--- src/rtl/sqrt_iter_engine_pkg.sv ---
// sqrt_pkg: shared types and helpers for the iterative square-root engine.
//   state_t   : engine FSM encoding (IDLE, COMPUTE, DONE), 2 bits.
//   acc_width : partial-remainder width for a given operand width.
package sqrt_pkg;

  typedef enum logic [1:0] {
    ST_IDLE    = 2'd0,
    ST_COMPUTE = 2'd1,
    ST_DONE    = 2'd2
  } state_t;

  // The partial remainder never exceeds 2*root + 1 before the shift-in of
  // two operand bits, so WIDTH/2 + 2 bits hold it without losing the MSB.
  function automatic int acc_width(input int width);
    return width / 2 + 2;
  endfunction

endpackage

--- src/rtl/sqrt_iter_engine_step.sv ---
// sqrt_step: one combinational restoring radix-2 square-root step.
//   i_ac  : partial remainder in
//   i_q   : partial root in
//   i_x2  : next two operand bits (MSB first)
//   o_ac  : updated partial remainder
//   o_q   : updated partial root (one new bit shifted in at the LSB)
module sqrt_step
  import sqrt_pkg::*;
#(
  parameter int WIDTH = 32
) (
  input  logic [acc_width(WIDTH)-1:0] i_ac,
  input  logic [WIDTH/2-1:0]          i_q,
  input  logic [1:0]                  i_x2,
  output logic [acc_width(WIDTH)-1:0] o_ac,
  output logic [WIDTH/2-1:0]          o_q
);

  localparam int H  = WIDTH / 2;
  localparam int AW = acc_width(WIDTH);

  logic [AW-1:0] w_ac_sh;
  logic [AW:0]   w_diff;
  logic          w_ge;
  logic [1:0]    w_unused_ac_top;

  // The top two remainder bits are always zero on entry (see acc_width).
  assign w_unused_ac_top = i_ac[AW-1:AW-2];
  assign w_ac_sh         = {i_ac[AW-3:0], i_x2};

  // One extra bit on the trial subtraction gives a clean sign.
  assign w_diff = {1'b0, w_ac_sh} - {1'b0, i_q, 2'b01};
  assign w_ge   = ~w_diff[AW];

  assign o_ac = w_ge ? w_diff[AW-1:0] : w_ac_sh;
  assign o_q  = {i_q[H-2:0], w_ge};

endmodule

--- src/rtl/sqrt_iter_engine.sv ---
// sqrt_iter_engine: iterative unsigned integer square root, RADIX_BITS root
// bits per cycle, floor or round-to-nearest, with remainder.
//   clk, rst      : clock, asynchronous active-high reset
//   in_valid/ready: operand handshake (in_radicand, in_round)
//   abort         : cancels an operation in COMPUTE, no result produced
//   out_valid/ready: result handshake (out_root, out_rem, out_sat)
//   busy          : engine is in COMPUTE
//   dbg_state     : current FSM state
// Handshake rule (both sides): a transfer happens on a rising edge where
// valid && ready are both high; the producer holds valid and data stable
// until that edge; in_ready depends on state and out_ready only.
module sqrt_iter_engine
  import sqrt_pkg::*;
#(
  parameter int WIDTH      = 32,  // even, >= 4
  parameter int RADIX_BITS = 1    // 1 or 2, divides WIDTH/2
) (
  input  logic                 clk,
  input  logic                 rst,
  input  logic                 in_valid,
  output logic                 in_ready,
  input  logic [WIDTH-1:0]     in_radicand,
  input  logic                 in_round,
  input  logic                 abort,
  output logic                 out_valid,
  input  logic                 out_ready,
  output logic [WIDTH/2-1:0]   out_root,
  output logic [WIDTH/2:0]     out_rem,
  output logic                 out_sat,
  output logic                 busy,
  output logic [1:0]           dbg_state
);

  localparam int H  = WIDTH / 2;
  localparam int AW = acc_width(WIDTH);
  localparam int N  = WIDTH / (2 * RADIX_BITS);
  localparam int IW = (N > 1) ? $clog2(N) : 1;

  state_t           r_state;
  logic [WIDTH-1:0] r_x;
  logic [H-1:0]     r_q;
  logic [AW-1:0]    r_ac;
  logic [IW-1:0]    r_iter;
  logic             r_round;
  logic [H-1:0]     r_root;
  logic [H:0]       r_rem;
  logic             r_sat;

  logic [RADIX_BITS:0][AW-1:0] w_ac;
  logic [RADIX_BITS:0][H-1:0]  w_q;
  logic                        w_accept;
  logic                        w_last;
  logic [H-1:0]                w_fq;
  logic [AW-1:0]               w_frem;
  logic                        w_round_up;
  logic                        w_all_ones;
  logic                        w_sat;
  logic [H-1:0]                w_root;
  logic                        w_unused_rem_top;

  // Cascade of radix-2 steps; step g consumes operand bits 2g/2g+1 from the top.
  assign w_ac[0] = r_ac;
  assign w_q[0]  = r_q;
  for (genvar g = 0; g < RADIX_BITS; g++) begin : g_step
    sqrt_step #(.WIDTH(WIDTH)) u_step (
      .i_ac (w_ac[g]),
      .i_q  (w_q[g]),
      .i_x2 (r_x[WIDTH-1-2*g -: 2]),
      .o_ac (w_ac[g+1]),
      .o_q  (w_q[g+1])
    );
  end

  assign in_ready  = (r_state == ST_IDLE) || (r_state == ST_DONE && out_ready);
  assign w_accept  = in_valid && in_ready;
  assign w_last    = (r_iter == IW'(N - 1));

  // Rounding: rem > root means x >= root^2 + root + 1, i.e. x is closer to
  // (root+1)^2; an all-ones root cannot grow and saturates instead.
  assign w_fq             = w_q[RADIX_BITS];
  assign w_frem           = w_ac[RADIX_BITS];
  assign w_unused_rem_top = w_frem[AW-1];
  assign w_round_up       = r_round && (w_frem > AW'(w_fq));
  assign w_all_ones       = &w_fq;
  assign w_sat            = w_round_up && w_all_ones;
  assign w_root           = (w_round_up && !w_all_ones) ? w_fq + H'(1) : w_fq;

  always_ff @(posedge clk or posedge rst) begin
    if (rst) begin
      r_state <= ST_IDLE;
      r_x     <= '0;
      r_q     <= '0;
      r_ac    <= '0;
      r_iter  <= '0;
      r_round <= 1'b0;
      r_root  <= '0;
      r_rem   <= '0;
      r_sat   <= 1'b0;
    end else if (w_accept) begin
      // Accept from IDLE or back-to-back from DONE.
      r_state <= ST_COMPUTE;
      r_x     <= in_radicand;
      r_q     <= '0;
      r_ac    <= '0;
      r_iter  <= '0;
      r_round <= in_round;
    end else begin
      case (r_state)
        ST_COMPUTE: begin
          if (abort) begin
            r_state <= ST_IDLE;
          end else begin
            r_x    <= r_x << (2 * RADIX_BITS);
            r_q    <= w_fq;
            r_ac   <= w_frem;
            r_iter <= r_iter + IW'(1);
            if (w_last) begin
              r_state <= ST_DONE;
              r_root  <= w_root;
              r_rem   <= w_frem[H:0];
              r_sat   <= w_sat;
            end
          end
        end
        ST_DONE: begin
          if (out_ready) r_state <= ST_IDLE;
        end
        ST_IDLE: r_state <= ST_IDLE;
        default: r_state <= ST_IDLE;
      endcase
    end
  end

  assign out_valid = (r_state == ST_DONE);
  assign busy      = (r_state == ST_COMPUTE);
  assign out_root  = r_root;
  assign out_rem   = r_rem;
  assign out_sat   = r_sat;
  assign dbg_state = r_state;

endmodule
--- config.mk ---
export PLATFORM = sky130hd
export DESIGN_NAME = sqrt_iter_engine
export DESIGN_NICKNAME = d
export VERILOG_FILES = /design/src/rtl/sqrt_iter_engine_pkg.sv /design/src/rtl/sqrt_iter_engine_step.sv /design/src/rtl/sqrt_iter_engine.sv
export SDC_FILE = /design/constraint.sdc
export NUM_CORES = 1
export LEC_CHECK = 0
export CELL_PAD_IN_SITES_DETAIL_PLACEMENT = 1
export CELL_PAD_IN_SITES_GLOBAL_PLACEMENT = 1
export CORE_ASPECT_RATIO = 1.2
export CORE_MARGIN = 5
export CORE_UTILIZATION = 43
export CTS_CLUSTER_SIZE = 30
export DETAILED_ROUTE_END_ITERATION = 8
export HOLD_SLACK_MARGIN = 0.15
export PLACE_DENSITY_LB_ADDON = 0.1
export SLEW_MARGIN = 20
export SYNTH_ARGS = -nofsm -noshare
export SYNTH_HDL_FRONTEND = slang
export SYNTH_SLANG_ARGS = --single-unit
--- constraint.sdc ---
create_clock -name clk -period 5.25 [get_ports clk]
set_clock_uncertainty 0.1 [all_clocks]
set_input_delay 1.05 -clock clk [delete_from_list [all_inputs] [get_ports clk]]
set_output_delay 1.05 -clock clk [all_outputs]
set_load 0.05 [all_outputs]
==> results of run 1 <==
==> worst max-delay path, stage by stage (launching register included) <==
cell and delay, ns:
dfrtp_1 0.40, inv_2 0.11, ha_4 0.22, nor2b_4 0.13, o311a_1 0.34, o21a_1 0.22
or2_4 0.26, a21oi_4 0.17, clkinv_4 0.11, clkbuf_4 0.19, buf_4 0.15, nor2_1 0.10
a21oi_1 0.08, ha_1 0.31, nand2_1 0.08, or4_4 0.52, a311oi_4 0.30, a2bb2oi_2 0.21
nor4_4 0.08, a211oi_2 0.36, nand3_1 0.16, xnor2_1 0.16, mux2_4 0.26
==> sequential cells by signal, summed over array words and instances (netlist names) <==
name / count
out_sat: 1
out_rem: 17
r_ac: 16
r_round: 1
dbg_state: 2
r_x: 32
r_q: 16
r_iter: 4
out_root: 16
==> layer usage <==
| metal | vias to the layer above | track usage, % |
|---|---|---|
| li1 | 2531 | - |
| met1 | 2646 | 24.3 |
| met2 | 107 | 40.8 |
| met3 | 42 | 3.71 |
| met4 | 0 | 10.3 |
| met5 | - | 0 |
==> worst paths after layout <==
path,startpoint,to,slack (ns),depth (start not counted)
max in group asynchronous,rst,out_rem[10],3.13,3
max reg2reg,r_q[0],out_root[5],0.12,22
min in group asynchronous,rst,r_x[21],1.03,2
max,r_q[0],out_root[5],0.12,22
min reg2reg,out_rem[14],out_rem[14],0.37,2
min,out_rem[14],out_rem[14],0.37,2
==> layout by cell type (no fill, tap or decap), types with 7 or more instances in the layout <==
master / count
inv_1: 38
ha_1: 31
clkbuf_16: 9
nand2_1: 129
and3_1: 7
o21ai_0: 68
nand3_1: 35
a21o_1: 8
nor2_1: 25
a22oi_1: 28
xnor2_1: 18
a21oi_1: 26
o21ai_1: 10
dfrtp_1: 104
buf_4: 46
clkdlybuf4s50_1: 76
xor2_1: 7
==> synth_stat cells, drive strengths merged, types with 3 or more instances <==
cell type,n
a31oi,6
a21o,8
a211oi,6
nor2,26
xnor2,18
or3,3
and3,7
xor2,7
mux2i,4
ha,35
and2,3
nand2b,3
dfrtp,105
nand3,41
a22oi,28
nand2,130
o21ai,78
nor3,5
clkbuf,25
nand4,6
inv,41
buf,6
a21oi,29
nor2b,7
o21a,6
==> power breakdown <==
part	internal (mW)	switching, mW
Clock	0.324	0.327
Combinational	1.18	1.51
Sequential	0.933	0.0993
Total	2.44	1.94
==> area by class of cell <==
cell class | instances | area, µm²
Inverter | 41 | 161
Clock inverter | 6 | 43.8
Clock buffer | 10 | 229
Sequential cell | 105 | 2630
Timing Repair Buffer | 126 | 1170
Tap cell | 171 | 214
Multi-Input combinational cell | 487 | 3100
Fill cell | 1570 | 6150
==> cell families after synthesis <==
| kind of cell | after synthesis | synth area share, % |
|---|---|---|
| AO/OA/AOI/OAI | 182 | 19.9 |
| XOR/XNOR | 25 | 3.68 |
| adder cells (fa/ha/maj) | 35 | 7.36 |
| buffers and inverters | 72 | 4.69 |
| flip-flops | 105 | 44.2 |
| multiplexers | 6 | 1.18 |
| AND/OR/NAND/NOR | 239 | 19.0 |
==> timing repair <==
item,CTS,global route
resized for setup,3,15
pin swaps,3,9
buffers inserted,5,19
endpoints found under the setup margin,9,16
==> run_results.csv, run 1 <==
group,metric,value,unit
layout,drive_gt1_share,13.7,%
logic_synthesis,synth_ff_type,"dfrtp_1",
logic_synthesis,synth_edf_count,0,
place,place_worst_setup_slack,-0.0568,ns
layout,n_antenna_cell,0,
setup_path,arrival,5.28,ns
logic_synthesis,synth_cells,664,
layout,stdcell_count,946,
pwr,power_density,579,mW/mm²
setup_path,crit_required,5.40,ns
drt,dr_wl_met2,9.59,mm
pwr,power,4.37,mW
drt,drcViolationCount,0,
layout,final_nets,843,
sta,hold-worst-slack,0.373,ns
floorplanning,die_h,139,µm
setup_path,cp-end-kind,"flip-flop",
drt,drt_iter0_markers,229,
grt,grt_overflow,0,
logic_synthesis,yosysWarnings,0,
logic_synthesis,syn_nets,737,
cts,cts_tree,"done",
logic_synthesis,yosysTopAreaCellShare,44.2,%
place,placed_area,0.00701,mm²
drt,top_layer_used,"met4",
logic_synthesis,async_reset_ff_share,100,%
cts,clk_latency,0.37,ns
cts,cts_hold_buf,0,
sta,hold_violations,0,
logic_synthesis,postSynthAreaPerCell,8.96,µm²
grt,grt_pass1_wl,29.3,mm
grt,antenna_found_initial,0,
pwr,ir_drop,0.372,mV
grt,grt_pass1_vias,5776,
grt,grt_max_degree,63,
floorplanning,dieArea,0.0163,mm²
sta,drv_slew,0,
drt,wirelength,18.0,mm
sta,finalSetupTns,0,ns
cts,cts-htree-levels,3,
drt,wl_met1,7.18,mm
logic_synthesis,synth_area,0.00595,mm²
sta,min_period_over_period,97.8,%
floorplanning,ios,77,
floorplanning,die_w,117,µm
setup_path,critPathMaxFanout,7,
floorplanning,rows,47,
floorplanning,coreArea,0.0137,mm²
cts,cts-buffers-inserted,9,
setup_path,start_kind,"flip-flop",
logic_synthesis,ys_ff_latch,105,
sta,setup_viol,0,
logic_synthesis,yosysSeqAreaShare,44.2,%
pwr,power_leakage,3.41,nW
logic_synthesis,synth_area_leaders,"dfrtp_1 44%, nand2_1 8.2%, ha_1 7.4%",
sta,fmaxAchievable,195,MHz
drt,final_antenna_net_count,0,
place,portBuffers,76,
floorplanning,start_util,43.4,%
cts,cts_buffer_depth,2,
logic_synthesis,yosysUniqueCellTypes,60,
drt,dr_wl_met3,562,µm
flow_run,maxCapViolCount,0,
min_path,worst_hold_path_type,"reg2reg",
place,dp_cells,906,
drt,wl_per_cell,19.0,µm
drt,num_vias,5326,
place,place_congestion,0.868,
outcome,status,"completed",
sta,min_period,5.13,ns
sta,tightestPinTransition,0.994,ns
setup_path,critical_path_class,"reg2reg",
sta,fin_ws,0.116,ns
layout,syn_to_final_growth,26.9,%
logic_synthesis,yosysTopAreaCell,"dfrtp_1",
drt,dr.pass1.iters,4,
sta,slew_headroom,33.5,%
drt,routed_via_density,5.63,
cts,clockRootBuffer,"clkbuf_16",
cts,cts.clk_slew.worst_paths,0.08,ns
grt,grtUsageTotal,22.0,%
layout,fin_util,55.1,%
place,hpwl,12.7,mm
layout,finalInstanceArea,0.00755,mm²
cts,cts.sinks,105,
Power figures use the tool's default switching activity.
==> run 2, diff against run 1 <==
--- a/config.mk
+++ b/config.mk
@@ -18,3 +18,4 @@
 export SYNTH_ARGS = -nofsm -noshare
 export SYNTH_HDL_FRONTEND = slang
 export SYNTH_SLANG_ARGS = --single-unit
+export TNS_END_PERCENT = 5
==> results of run 2 <==
The final DEF is identical to that of run 1; final timing and power are the same.
==> run 3, diff against run 2 <==
--- a/config.mk
+++ b/config.mk
@@ -9,11 +9,11 @@
 export CELL_PAD_IN_SITES_GLOBAL_PLACEMENT = 1
 export CORE_ASPECT_RATIO = 1.2
 export CORE_MARGIN = 5
-export CORE_UTILIZATION = 43
+export CORE_UTILIZATION = 46
 export CTS_CLUSTER_SIZE = 30
 export DETAILED_ROUTE_END_ITERATION = 8
 export HOLD_SLACK_MARGIN = 0.15
-export PLACE_DENSITY_LB_ADDON = 0.1
+export PLACE_DENSITY = 0.86
 export SLEW_MARGIN = 20
 export SYNTH_ARGS = -nofsm -noshare
 export SYNTH_HDL_FRONTEND = slang
==> constraint.sdc (replaced) <==
create_clock -name clk -period 6.4 [get_ports clk]
set_clock_uncertainty 0.1 [all_clocks]
set_input_delay 1.28 -clock clk [delete_from_list [all_inputs] [get_ports clk]]
set_output_delay 1.28 -clock clk [all_outputs]
set_load 0.05 [all_outputs]
==> run 3 against run 2 <==
Power fell by 25%. Sequential share of layout area rose by 1.9 points. Register-to-register slack improved by 0.95 ns. Final area fell by 5.3%. Non-clock buffer count fell by 45. Critical path depth fell by 2. Routed wire length fell by 5.5%. Via count fell by 2.9%. Fmax fell by 3.7%. Final cell count fell by 5.5%. Sequential cell count did not move. Critical path type unchanged.
==> run_results.csv, run 3 (synthesis gave the netlist of run 1 again) <==
group,metric,value,unit
outcome,status,"completed",
layout,syn_to_final_growth,20.2,%
pwr,power_density,460,mW/mm²
pwr,power_leakage,3.21,nW
setup_path,reg2reg_depth,20,
cts,cts.clk_slew.worst_paths,0.07,ns
drt,drcViolationCount,0,
setup_path,cp-end-kind,"flip-flop",
setup_path,crit_required,6.51,ns
grt,grt_pass1_wl,28.8,mm
sta,fmaxAchievable,188,MHz
grt,grtUsageTotal,23.4,%
min_path,min_to,"out_rem[11]",
drt,drt_iter0_markers,235,
floorplanning,dieArea,0.0153,mm²
drt,routed_via_density,5.78,
layout,final_nets,798,
grt,antenna_found_initial,0,
pwr,pwr-share-comb,56.7,%
layout,fin_util,56.5,%
layout,largest_reg_flops,32,
cts,cts-buffers-inserted,9,
floorplanning,die_w,114,µm
setup_path,critical_path_class,"reg2reg",
cts,cts-htree-levels,3,
sta,rsz0062_at_grt,"no",
place,place_worst_setup_slack,1.12,ns
setup_path,crit_chain,"inv_1, ha_1, o21a_1, o311a_1, o21a_1, or2_4, a21oi_4, inv_2, mux2i_1, inv_1, ha_1, nand2_1, or4_4, a311oi_2, a2bb2oi_2, nor4_4, a31oi_4, nand4_1, xnor2_1, o21ai_1",
cts,postCtsSetupRepairBufs,0,
sta,fin_ws,1.07,ns
setup_path,cpMaxStageDelayCell,"or4_4",
sta,min_period,5.33,ns
floorplanning,ios,77,
setup_path,crit_family,"compound AO/OA/AOI/OAI gates",
cts,clockRootBuffer,"clkbuf_16",
layout,drive_gt1_share,7.12,%
setup_path,critPathMaxFanout,19,
drt,final_antenna_net_count,0,
setup_path,cp.depth,20,
cts,cts_hold_buf,0,
setup_path,path_buf_inv,3,
layout,layout_commonest_cell,"nand2_1",
pwr,power.switching,1.48,mW
sta,setup_viol,0,
pwr,p_int,1.80,mW
grt,grt_overflow,0,
drt,wl_per_cell,19.0,µm
floorplanning,start_util,47.0,%
pwr,ir_drop,0.196,mV
min_path,worst_hold_path_type,"reg2reg",
setup_path,r2r_start,"r_q[2]",
sta,drv_slew,0,
layout,layout_common_cells,"129 x nand2_1, 105 x dfrtp_1, 76 x clkdlybuf4s50_1",
setup_path,r2r_end,"out_root[14]",
pwr,seqPwrFrac,25.7,%
place,hpwl,12.3,mm
cts,clk_latency,0.37,ns
min_path,min_from,"out_rem[11]",
floorplanning,die_h,135,µm
pwr,p_sw_share,45.2,%
drt,dr.pass1.iters,4,
cts,ctsResizeCount,0,
sta,min_period_over_period,83.3,%
flow_run,maxCapViolCount,0,
sta,hold_violations,0,
layout,stdcell_count,894,
grt,grt_pass1_vias,5666,
drt,wirelength,17.0,mm
pwr,pwr-share-clk,17.5,%
setup_path,start_kind,"flip-flop",
grt,grt_max_degree,71,
cts,cts.sinks,105,
place,place_congestion,0.883,
place,portBuffers,76,
floorplanning,coreArea,0.0127,mm²
min_path,min_path_cells,2,
sta,tightestPinTransition,1.02,ns
floorplanning,rows,45,
sta,finalSetupTns,0,ns
cts,cts_tree,"done",
drt,num_vias,5169,
cts,cts_buffer_depth,2,
sta,slew_headroom,32.1,%
place,dp_cells,878,
setup_path,worst-r2r-setup-slack,1.07,ns
setup_path,cpPeakStageDelay,0.56,ns
setup_path,arrival,5.44,ns
layout,regMostFlops,"r_x",
layout,n_antenna_cell,0,
run 3: cell types whose count changed in the layout (fill, tap and decap cells not counted), sizes merged:
cell | previous run | this run
buf | 49 | 5
clkinv | 3 | 1
clkinvlp | 3 | 1
inv | 41 | 43
bufinv | 0 | 1
run 3: worst reg2reg max path: cells and delay by family, from the launching register on:
| kind | cells | cell delay (ns) |
|---|---|---|
| AO/OA/AOI/OAI | 8 | 1.71 |
| AND/OR/NAND/NOR | 5 | 1.11 |
| adder cells (fa/ha/maj) | 2 | 0.61 |
| buffers and inverters | 3 | 0.60 |
| flip-flops | 1 | 0.48 |
| multiplexers | 1 | 0.36 |
| XOR/XNOR | 1 | 0.21 |
run 3: per-layer routing:
metal	routed length [µm]	share of wire (%)	track usage [%]	up-vias
li1	-	-	-	2443
met1	6830	40	27.5	2582
met2	9020	53	42.2	114
met3	616	3.6	3.54	30
met4	531	3.1	10.3	0
met5	0	0	0	-
run 3: worst max-delay path by stage:
stage,start,slack [ns],endpoint
final,r_q[2],1.07,out_root[14]
after global routing,r_q[5],0.69,out_root[14]
after CTS,r_q[2],1.08,out_root[14]
after detailed placement,r_q[5],1.12,out_root[2]
after global placement,r_q[4],1.30,out_root[2]
after floorplan,r_q[0],1.53,out_root[9]
run 3: stage by stage:
| stage | hold WS [ns] | cell area [µm²] | power, mW |
|---|---|---|---|
| finish | 0.377 | 7150 | 3.29 |
| global route | 0.411 | 7150 | 3.56 |
| CTS | 0.385 | 7150 | 3.31 |
| detailed placement | 0.368 | 6850 | 2.71 |
| global placement | 0.357 | 6850 | 2.61 |
| floorplan | 0.346 | 5950 | 2.21 |
run 3: layout make-up:
cell class	count	area, µm²
clock inverter	5	60.1
inverter	41	156
sequential	105	2630
timing repair buffer	81	798
multi-input combinational	487	3060
tap	164	205
fill	1475	5520
clock buffer	11	243
run 3: power by group through the flow:
stage               sequential, mW  combinational [mW]  clock, mW
CTS                          0.846                1.87      0.589
floorplan                    0.834                1.38          0
global route                 0.859                2.09      0.610
global placement             0.851                1.75          0
finish                       0.846                1.87      0.576
detailed placement           0.857                1.85          0
==> variant 1: new RTL, flow settings as in run 2 <==
`WIDTH` is set to 32 in 2 places; all go to 16.
--- a/src/rtl/sqrt_iter_engine_step.sv
+++ b/src/rtl/sqrt_iter_engine_step.sv
@@ -9,3 +9,3 @@
 #(
-  parameter int WIDTH = 32
+  parameter int WIDTH = 16
 ) (
--- a/src/rtl/sqrt_iter_engine.sv
+++ b/src/rtl/sqrt_iter_engine.sv
@@ -14,3 +14,3 @@
 #(
-  parameter int WIDTH      = 32,  // even, >= 4
+  parameter int WIDTH      = 16,  // even, >= 4
   parameter int RADIX_BITS = 1    // 1 or 2, divides WIDTH/2
Ports: changed (resized in_radicand, out_rem and out_root); port bits go from 77 to 45. The function was not compared with the original's and may differ.
==> variant 1 against run 2 <==
  * Maximum frequency up 9.4%
  * Wire length is 56% lower
  * Design area decreased by 51%
  * Total power decreased by 51%
  * Non-clock buffer count decreased by 77
  * Area after synthesis fell by 48%
  * Worst setup slack better by 0.44 ns
  * Sequential cell count down 49
==> variant 1: results (changes against run 2) <==
stage,metric,value,unit,change
routing,Via Count,2660,,-50%
clocking,post-cts resize count,0,,-3
routing,WL met1,3270,microns,-54%
global_route,first-pass GRT wire length,13400,microns,-54%
logic_synthesis,Synth Area in XOR/XNOR,0.0228,,-0.0140
clocking,Clock Latency Late Sink,0.31,ns,-0.06 ns
routing,initial DRC count,99,,-57%
logic_synthesis,syn nets,389,,-47%
global_route,met2 Track Usage GR,0.354,,-0.0540
finish,Fillers,827,,-47%
power_and_ir_drop,clock network fraction of total power,0.115,,-0.034
power_and_ir_drop,Int Pwr,1.14,mW,-53%
routing,routed length on met3,325,microns,-42%
placed_design,I/O Buffers,44,,-42%
logic_synthesis,largest cells by area after synthesis,"dfrtp_1 46%, nand2_1 9.2%, ha_1 8.1%, o21ai_0 5.4%, a22oi_1 3.4%",,
placed_design,Post-DP HPWL,5930,microns,-53%
placed_design,worst slack at placement,0.507,ns,+0.564 ns
worst_setup_path,Reg-to-Reg End,out_root[4],,
logic_synthesis,fraction of the mapped netlist area in compound gates,0.176,,-0.0230
routing,DR WL/cell,16.8,microns,-12%
worst_setup_path,Worst path max stage delay,0.63,ns,+0.11 ns
logic_synthesis,main combinational cell family by area after synthesis,simple AND/OR/NAND/NOR gates,,
sta,crit share post-route,0.894,,-0.0836
worst_setup_path,critical-path maximum fanout,23,,+16
placed_design,RD Place Congestion,0.848,,-2.3%
finish,share of cells above drive strength 1,0.0465,,-0.0903
finish,final net count,429,,-49%
routing,routed length on met2,4150,microns,-57%
status,status,completed,,
logic_synthesis,synth cell count leaders,"75 x nand2_1, 56 x dfrtp_1, 33 x o21ai_0",,
worst_setup_path,Register-to-Register Path Depth,17,,-23%
global_route,met3 GRT Util,0.0304,,-0.00675
worst_setup_path,Critical Path AT,4.84,ns,-0.44 ns
worst_setup_path,Crit. Startpoint,r_q[1],,
logic_synthesis,cell count after synthesis,347,,-48%
worst_setup_path,r2r setup slk,0.56,ns,+0.44 ns
global_route,met1 GRT Util,0.220,,-0.0226
global_route,vias in the first global route,2813,,-51%
power_and_ir_drop,Comb power frac,0.609,,-0.006
finish,"non-filler cells, final",474,,-50%
hold_path,hold endpoint,out_rem[8],,
clocking,number of CTS-inserted buffers,5,,-4
clocking,H-tree levels,2,,-1
placed_design,Post-DP Area,3600,sq um,-49%
logic_synthesis,sequential element share of the synthesized area,0.456,,+0.0140
-- variant 1: cell types whose count changed after synthesis, moves of 17 or more --
cell | before | now
o21ai_0 | 69 | 33
dfrtp_1 | 105 | 56
inv_1 | 40 | 19
nand2_1 | 130 | 75
a21oi_1 | 28 | 11
nand3_1 | 35 | 18
-- variant 1: layout make-up --
| cell class | instances | area share |
|---|---|---|
| clock inverter | 1 | 0.00237 |
| multi-input combinational | 256 | 0.417 |
| inverter | 19 | 0.0193 |
| tap | 87 | 0.0295 |
| timing repair buffer | 49 | 0.129 |
| sequential | 56 | 0.380 |
| clock buffer | 6 | 0.0224 |
-- variant 1: metrics by stage --
stage	util	hold slack [ns]
after floorplan	-	0.346
after global routing	0.535	0.418
final	0.535	0.385
after CTS	0.535	0.392
after global placement	0.522	0.359
after detailed placement	0.522	0.368
==> variant 2: new RTL, flow settings as in run 2 <==
Without the edit above. Reset style: synchronous (`rst`), changed in one clocked block. Comments in the files are not updated.
--- a/src/rtl/sqrt_iter_engine.sv
+++ b/src/rtl/sqrt_iter_engine.sv
@@ -87,3 +87,3 @@
 
-  always_ff @(posedge clk or posedge rst) begin
+  always_ff @(posedge clk) begin
     if (rst) begin
Check against the original RTL: differs if rst is asserted again (counterexample within 4 cycles, from zero or initial values and one cycle with rst high); with rst held inactive, the same outputs for 10 cycles.
==> variant 2 against run 2 <==
  * Worst setup slack improved by 0.075 ns
  * Wire length increased by 6.7%
  * Sequential cell count unchanged
  * Critical path depth decreased by 2
  * Count of clock-buffer cells in the layout decreased by 1
  * Design area decreased by 2.1%
  * Area after synthesis decreased by 2.0%
  * Maximum frequency increased by 1.5%
  * Worst hold slack got worse by 0.0097 ns
  * Global-route usage increased by 2.4 points
  * Critical endpoint is now out_root[7]
  * Highest routed layer unchanged
Power is not compared: it rests on default switching activity, and its combinational part moved more than twofold at a synthesized area within 25%.
==> variant 2: results (changes against run 2) <==
stage,metric,value,unit,change
power_and_ir_drop,Max IR drop VDD,162,uV,
finish,max FFs per register,32,,unchanged
status,status,completed,,
power_and_ir_drop,Static Leak,2.75,nW,
logic_synthesis,sequential element share of the synthesized area,0.360,,-0.0812
finish,# diodes,0,,unchanged
logic_synthesis,Yosys cell types,64,,+6.7%
finish,"non-filler cells, final",1008,,+6.6%
finish,most flop-heavy register,r_x,,
placed_design,Post-DP Area,7010,sq um,about the same
worst_setup_path,Worst path max stage delay,0.59,ns,+0.07 ns
hold_path,Worst Hold Class,reg2reg,,
placed_design,DP Cell Count,991,,+9.4%
clocking,H-tree levels,3,,unchanged
clocking,"Clk pin slew, worst setup/hold paths",0.08,ns,about the same
routing,Via Count,5858,,+10%
logic_synthesis,largest cells by area after synthesis,"dfxtp_1 36%, nand2_1 8.2%, ha_1 7.5%, nor2_1 6.3%, a311oi_1 5.0%",,
clocking,number of CTS-inserted buffers,9,,unchanged
routing,total iterations of the first detailed-routing run,4,,unchanged
logic_synthesis,ys async rst share,0,,-1.00
logic_synthesis,syn nets,819,,+11%
clocking,CTS root buffer,clkbuf_16,,
logic_synthesis,Ys Warns,0,,unchanged
finish,share of cells above drive strength 1,0.113,,-0.0237
finish,final net count,909,,+7.8%
logic_synthesis,synth cell count leaders,"128 x nand2_1, 105 x dfxtp_1, 98 x nor2_1",,
placed_design,I/O Buffers,76,,unchanged
global_route,GRT Overall Usage,0.244,,+0.0240
global_route,initial antenna violation count,0,,unchanged
logic_synthesis,mean post-synth cell area,7.82,sq um,-13%
placed_design,worst slack at placement,-0.130,ns,-0.0737 ns
global_route,vias in the first global route,6207,,+7.5%
placed_design,Post-DP HPWL,13900,microns,+9.5%
worst_setup_path,crit path max-delay cell type,or4b_1,,
placed_design,RD Place Congestion,0.846,,-2.6%
global_route,first-pass GRT wire length,30800,microns,+5.2%
global_route,pin count of the biggest net entering global routing,71,,+13%
worst_setup_path,critical-path maximum fanout,14,,+7
routing,final wirelength,19200,microns,+6.7%
routing,initial DRC count,310,,+35%
sta,Slew @ Worst Pin,0.776,ns,-0.219 ns
worst_setup_path,Critical Path AT,5.21,ns,-0.07 ns
clocking,CTS Buffer Depth,2,,unchanged
clocking,Clock Latency Late Sink,0.36,ns,
[variant 2: cell count changes after synthesis, sizes merged, moves of 25 or more]
cell and change:
a311oi +34, dfrtp -105, nand3 -26, a211oi +25, o21ai -57, dfxtp +105, nor2 +72
[variant 2: logic make-up (layout without fill, tap and decap cells)]
logic type	count (synthesis)	count (layout)	synth area share
flip-flops	105	105	0.360
buffers and inverters	91	185	0.0639
AND/OR/NAND/NOR	310	310	0.239
AO/OA/AOI/OAI	185	185	0.230
multiplexers	4	4	0.00687
adder cells (fa/ha/maj)	35	35	0.0751
XOR/XNOR	16	16	0.0253
[variant 2: final cells by class]
type / instances / area [sq um]
flip-flops and latches: 105 / 2100
well taps: 168 / 210
repair buffers: 131 / 1190
inverters: 39 / 146
clock buffers: 9 / 225
fillers: 1596 / 5850
multi-input cells: 550 / 3430
clock inverters: 6 / 76.3
[variant 2: path summary, 6_finish.rpt]
check	start	to	slack, ns	depth (start not counted)
worst max-delay path	r_q[1]	out_root[7]	0.19	20
worst min-delay path	out_rem[1]	out_rem[1]	0.36	2
worst max register to register	r_q[1]	out_root[7]	0.19	20
worst min register to register	out_rem[1]	out_rem[1]	0.36	2
[variant 2: where the power goes]
part	leakage, nW	switching (mW)	internal [mW]	total [mW]
Clock	0.148	0.337	0.376	0.713
Combinational	1.75	0.447	0.338	0.785
Sequential	0.854	0.0186	0.822	0.841
[variant 2: what timing repair did]
item	4_1_cts	5_1_grt
setup endpoints to repair	15	16
resized for setup	2	10
setup buffers	2	0
pin swaps	1	3
[variant 2: metal layers]
| metal | vias to the layer above | routed length, microns | global-route usage | share of wire |
|---|---|---|---|---|
| met5 | - | 0 | 0 | 0 |
| met4 | 0 | 863 | 0.121 | 0.045 |
| met3 | 50 | 584 | 0.0316 | 0.030 |
| met2 | 143 | 9780 | 0.446 | 0.51 |
| met1 | 2840 | 7960 | 0.276 | 0.42 |
| li1 | 2825 | - | - | - |
[variant 2: critical path, delay by kind of cell (launching register included)]
family | cells | cell delay (ns)
buf+inv | 5 | 0.75
flops | 1 | 0.42
simple gates | 4 | 1.03
fa+ha+maj | 2 | 0.69
compound gates | 9 | 1.97
[variant 2: through the flow]
stage / power [mW] / util / hold slack, ns / TNS [ns]
4_1_cts: 2.31 / 0.554 / 0.370 / 0
3_5_place_dp: 1.60 / 0.530 / 0.358 / -0.444
5_1_grt: 2.46 / 0.558 / 0.398 / -0.0388
2_1_floorplan: 1.32 / - / 0.336 / 0
6_report: 2.34 / 0.558 / 0.364 / 0
3_3_place_gp: 1.58 / 0.530 / 0.346 / 0
